<file path="src/rtl/brisc_pkg.sv">
// rtl/brisc_pkg.sv - shared core constants for the integer datapath
package brisc_pkg;

    localparam int XLEN         = 32;
    localparam int REG_BITS     = 5;
    localparam int NUM_REGS     = 32;
    localparam int MAX_INFLIGHT = 4;

endpackage

</file>
<file path="src/rtl/reg_pending_cnt.sv">
// rtl/reg_pending_cnt.sv - per-register pending-writer up/down counter with underflow flag
module reg_pending_cnt
    import brisc_pkg::*;
#(
    parameter int MAX_CNT = 4,
    parameter int CNT_W   = $clog2(MAX_CNT + 1)
) (
    input  logic             clk,
    input  logic             reset,
    input  logic             clr_i,
    input  logic             inc_i,
    input  logic             dec_i,
    output logic [CNT_W-1:0] cnt_o,
    output logic             underflow_o
);

    logic [CNT_W-1:0] cnt_q;
    logic [CNT_W-1:0] cnt_d;

    // Simultaneous inc and dec cancel; clear wins over both.
    always_comb begin
        cnt_d       = cnt_q;
        underflow_o = 1'b0;
        if (clr_i) begin
            cnt_d = '0;
        end else if (inc_i && !dec_i) begin
            if (cnt_q != CNT_W'(MAX_CNT)) begin
                cnt_d = cnt_q + CNT_W'(1);
            end
        end else if (dec_i && !inc_i) begin
            if (cnt_q == '0) begin
                underflow_o = 1'b1;
            end else begin
                cnt_d = cnt_q - CNT_W'(1);
            end
        end
    end

    always_ff @(posedge clk) begin
        if (reset) begin
            cnt_q <= '0;
        end else begin
            cnt_q <= cnt_d;
        end
    end

    assign cnt_o = cnt_q;

endmodule

</file>
<file path="src/rtl/reg_file_sb.sv">
// rtl/reg_file_sb.sv - integer register file with write-through bypass and pending-writer scoreboard
module reg_file_sb
    import brisc_pkg::*;
#(
    parameter int NUM_REGS     = brisc_pkg::NUM_REGS,
    parameter int MAX_INFLIGHT = brisc_pkg::MAX_INFLIGHT,
    parameter int CNT_W        = $clog2(MAX_INFLIGHT + 1)
) (
    input  logic                clk,
    input  logic                reset,
    input  logic                flush_in,
    input  logic [REG_BITS-1:0] rs1_addr_in,
    input  logic [REG_BITS-1:0] rs2_addr_in,
    output logic [XLEN-1:0]     rs1_data_out,
    output logic [XLEN-1:0]     rs2_data_out,
    output logic                rs1_busy_out,
    output logic                rs2_busy_out,
    input  logic                issue_valid_in,
    input  logic                issue_reg_write_in,
    input  logic [REG_BITS-1:0] issue_rd_in,
    output logic                issue_ready_out,
    input  logic                wb_reg_write_in,
    input  logic [REG_BITS-1:0] wb_rd_in,
    input  logic [XLEN-1:0]     wb_data_in,
    output logic                sb_error_out
);

    logic [XLEN-1:0]  regs_q [NUM_REGS];
    logic [CNT_W-1:0] cnt [NUM_REGS];
    logic [NUM_REGS-1:0] uf;
    logic             sb_error_q;
    logic             sb_error_d;
    logic             issue_acc;
    logic             wb_hit1;
    logic             wb_hit2;

    assign cnt[0] = '0;
    assign uf[0]  = 1'b0;

    assign issue_ready_out = !issue_reg_write_in || (cnt[issue_rd_in] != CNT_W'(MAX_INFLIGHT));
    assign issue_acc = issue_valid_in && issue_reg_write_in && (issue_rd_in != '0)
                     && issue_ready_out && !flush_in;

    for (genvar r = 1; r < NUM_REGS; r++) begin : g_cnt
        reg_pending_cnt #(
            .MAX_CNT (MAX_INFLIGHT),
            .CNT_W   (CNT_W)
        ) u_cnt (
            .clk         (clk),
            .reset       (reset),
            .clr_i       (flush_in),
            .inc_i       (issue_acc && (issue_rd_in == REG_BITS'(r))),
            .dec_i       (wb_reg_write_in && (wb_rd_in == REG_BITS'(r)) && !flush_in),
            .cnt_o       (cnt[r]),
            .underflow_o (uf[r])
        );
    end

    // The write landing this cycle is forwarded, so it no longer counts as pending.
    assign wb_hit1 = wb_reg_write_in && (wb_rd_in == rs1_addr_in);
    assign wb_hit2 = wb_reg_write_in && (wb_rd_in == rs2_addr_in);

    assign rs1_data_out = (rs1_addr_in == '0) ? '0 : (wb_hit1 ? wb_data_in : regs_q[rs1_addr_in]);
    assign rs2_data_out = (rs2_addr_in == '0) ? '0 : (wb_hit2 ? wb_data_in : regs_q[rs2_addr_in]);

    assign rs1_busy_out = (rs1_addr_in != '0) &&
                          (wb_hit1 ? (cnt[rs1_addr_in] > CNT_W'(1)) : (cnt[rs1_addr_in] != '0));
    assign rs2_busy_out = (rs2_addr_in != '0) &&
                          (wb_hit2 ? (cnt[rs2_addr_in] > CNT_W'(1)) : (cnt[rs2_addr_in] != '0));

    assign sb_error_d = sb_error_q || (|uf);

    always_ff @(posedge clk) begin
        if (reset) begin
            for (int i = 0; i < NUM_REGS; i++) begin
                regs_q[i] <= '0;
            end
            sb_error_q <= 1'b0;
        end else begin
            if (wb_reg_write_in && (wb_rd_in != '0)) begin
                regs_q[wb_rd_in] <= wb_data_in;
            end
            sb_error_q <= sb_error_d;
        end
    end

    assign sb_error_out = sb_error_q;

endmodule

</file>
<file path="config.mk">
export PLATFORM = sky130hd
export DESIGN_NAME = reg_file_sb
export DESIGN_NICKNAME = d
export VERILOG_FILES = /design/src/rtl/brisc_pkg.sv /design/src/rtl/reg_pending_cnt.sv /design/src/rtl/reg_file_sb.sv
export SDC_FILE = /design/constraint.sdc
export NUM_CORES = 2
export LEC_CHECK = 0
export BUFFER_PORTS_ARGS = -buffer_cell sky130_fd_sc_hd__buf_2
export CAP_MARGIN = 20
export CELL_PAD_IN_SITES_DETAIL_PLACEMENT = 1
export CELL_PAD_IN_SITES_GLOBAL_PLACEMENT = 2
export CORE_ASPECT_RATIO = 1.25
export CORE_MARGIN = 2
export CORE_UTILIZATION = 47
export DETAILED_ROUTE_END_ITERATION = 16
export PLACE_DENSITY = 0.87
export SYNTH_ARGS = -nofsm -noshare
export SYNTH_HDL_FRONTEND = slang
export SYNTH_SLANG_ARGS = --single-unit
</file>
<file path="constraint.sdc">
create_clock -name clk -period 4.7 [get_ports clk]
set_input_delay 0.94 -clock clk [delete_from_list [all_inputs] [get_ports clk]]
set_output_delay 0.94 -clock clk [all_outputs]
set_load 0.05 [all_outputs]
</file>
==> impl_metrics.yaml <==
floorplanning:
  core_area_sq_um: 132000
  dieHeight_um: 412
  initial_utilization_pct: 47.5
  io_pins: 126
  rows: 149
  die-area_sq_um: 136000
  dieWidth_um: 331
clocking:
  htreeDepth: 3
  clk_pin_slew_ps: 60
  cts_tree: "built"
  cts_sinks: 1118
  cts_max_path_buffers: 3
  tritoncts.num_buffers: 115
  cts_resized: 0
  post_cts_buffers: 0
  clock-root-buffer: "clkbuf_16"
  clock_latency_ps: 770
  cts_hold_buffers: 0
cells_and_area:
  n_fill_cell: 12500
  areaGrowthSynthToFinish_pct: 12.3
  layout.nets: 4420
  instances_no_fill: 6176
  drive_above_1_share_pct: 29.2
logic_synthesis:
  synth_top_area_share_pct: 49.0
  synth_edf_count: 1024
  ys_types: 91
  ys.flop_type: "edfxtp_1"
  netlist_area_sq_um: 62700
  synthTopCellsByArea: "edfxtp_1, mux4_2, and2_1"
  synthCells: 4268
  yosysMostFrequentCell: "edfxtp_1"
  ys_seq_area_share_pct: 52.0
  yosysWarningCount: 0
  yosysTopAreaCell: "edfxtp_1"
  synthArstFlopShare_pct: 0
  syn_avg_cell_area_sq_um: 14.7
  synth-seq-cells: 1118
  synth_common_cells: "edfxtp_1, and2_1, mux4_2, clkbuf_1, nor2_1"
timing:
  rsz0062_at_grt: "no"
  fmax_mhz: 224
  final.min_clock_period_ps: 4470
  fin_tns_setup_ps: 0
  finalCritPeriodShare_pct: 95.1
  finClkSkew_ps: 36.1
  slew_headroom_pct: 30.9
  worst_slew_pin_slew_ps: 1030
  slew_violations: 0
  hold_violations: 0
  setup_viol: 0
  holdWs_ps: 542
  fin_ws_ps: 229
critical_path:
  crit_path_max_fanout: 55
  cp-end-kind: "output pin"
  crit_family: "multiplexers"
  arrival_ps: 3530
  slowest_delay_ps: 490
  rrSetupSlack_ps: 1170
  cp_data_required_time_ps: 3760
  cp.depth: 7
  crit_chain: "buf_8 > buf_12 > mux4_2 > mux4_2 > mux2i_1 > a211oi_1 > buf_2"
  cp_common_cell: "mux4_2"
  startpoint_type: "input port"
  slowest_stage: "mux4_2"
  r2r_cells: 13
  critPathBufInv: 3
  critPathKind: "input port to output pin"
detailed_routing:
  routed_via_density: 6.90
  drt-total-wl_mm: 229
  vias: 42600
  ant_nets: 0
  initialDrtViolationCount: 5956
  dr.pass1.iters: 7
  drc: 0
  wl_per_cell_um: 37.0
power_and_ir_drop:
  irDropWorstVdd_mv: 0.344
  total_leakage_power_uw: 0.0239
  power.total_uw: 24400
  p_per_area_nw_per_um2: 347
min_path:
  holdPathStages: 1
  min_path_type: "register to register"
placement:
  dp.cells: 5949
  dp_hpwl_mm: 136
  port-buffer-count: 125
  dp_slack_ps: 268
  place_congestion: 0.910
global_route:
  grt_pass1_wl_mm: 326
  grt_max_degree: 66
  grt_pass1_vias: 44900
  antenna_found_initial: 24
  overflow: 0
  grt_usage_pct: 33.9
outcome:
  status: "complete, no violations"
job:
  cap_violations: 0
through the flow:
step	instance area (sq um)	util, %
after floorplan	62800	-
after global placement	66700	50.5
after detailed placement	66700	50.5
after CTS	70400	53.3
after global routing	70400	53.3
final	70400	53.3
worst paths after layout:
check	from	to
setup / recovery	rs2_addr_in[1]	rs2_data_out[1]
hold / removal	g_cnt[28].u_cnt.cnt_o[2]$_SDFFE_PP0P_	g_cnt[28].u_cnt.cnt_o[2]$_SDFFE_PP0P_
setup reg to reg	g_cnt[26].u_cnt.cnt_o[0]$_SDFFE_PP0P_	g_cnt[19].u_cnt.cnt_o[2]$_SDFFE_PP0P_
hold reg to reg	g_cnt[28].u_cnt.cnt_o[2]$_SDFFE_PP0P_	g_cnt[28].u_cnt.cnt_o[2]$_SDFFE_PP0P_
sequential cells by signal (all words and copies together) (netlist names):
signal	flops
g_cnt.u_cnt.cnt_o	93
regs_q	1024
sb_error_out	1
report_power, final:
part	leakage [uW]	switching [uW]	internal [uW]	total, uW
combinational	0.0116	2090	1450	3540
sequential	0.0105	289	11400	11600
clock	0.00178	4170	5080	9250
cell usage in the layout, fill, tap and decap left out, types with 26 or more instances in the layout:
cell type  instances
a211oi_1          86
a21oi_1           33
and2_1          1001
buf_12            65
buf_2            110
buf_4            164
clkbuf_16        116
clkinv_1          31
conb_1            32
dfxtp_1           94
edfxtp_1        1024
fa_1              31
inv_1             26
mux2i_1          106
mux4_2           665
nand2_1           58
nor2_1           237
nor2_4            32
nor3_1            60
or2_2             42
xnor2_1           26
xor2_1            36
cell families after synthesis:
family                     synth area share [%]
adders and majority gates                 0.989
buffers and inverters                      2.92
AOI/OAI and AO/OA                          3.03
muxes                                      25.8
DFF                                        52.0
and+or+nand+nor                            14.4
other                                   0.00598
xor gates and xnor gates                  0.866
layer usage:
layer | share of wire (%) | up-vias | GRT usage (%)
met5 | 0.043 | - | 0
met4 | 7.2 | 10 | 21.4
met3 | 11 | 804 | 7.44
met2 | 48 | 3049 | 54.4
met1 | 34 | 22200 | 41.5
li1 | - | 16500 | -
area by class of cell:
cell class	count	area [sq um]	share of cell area [%]
Timing Repair Buffer	347	3180	4.52
Clock buffer	140	2990	4.25
Sequential cell	1118	32600	46.3
Clock inverter	74	689	0.979
Tap cell	1736	2170	3.08
Antenna cell	12	30.0	0.0426
Multi-Input combinational cell	2723	28600	40.7
Inverter	26	97.6	0.139
Note: power is estimated with default switching activity, not from simulation.
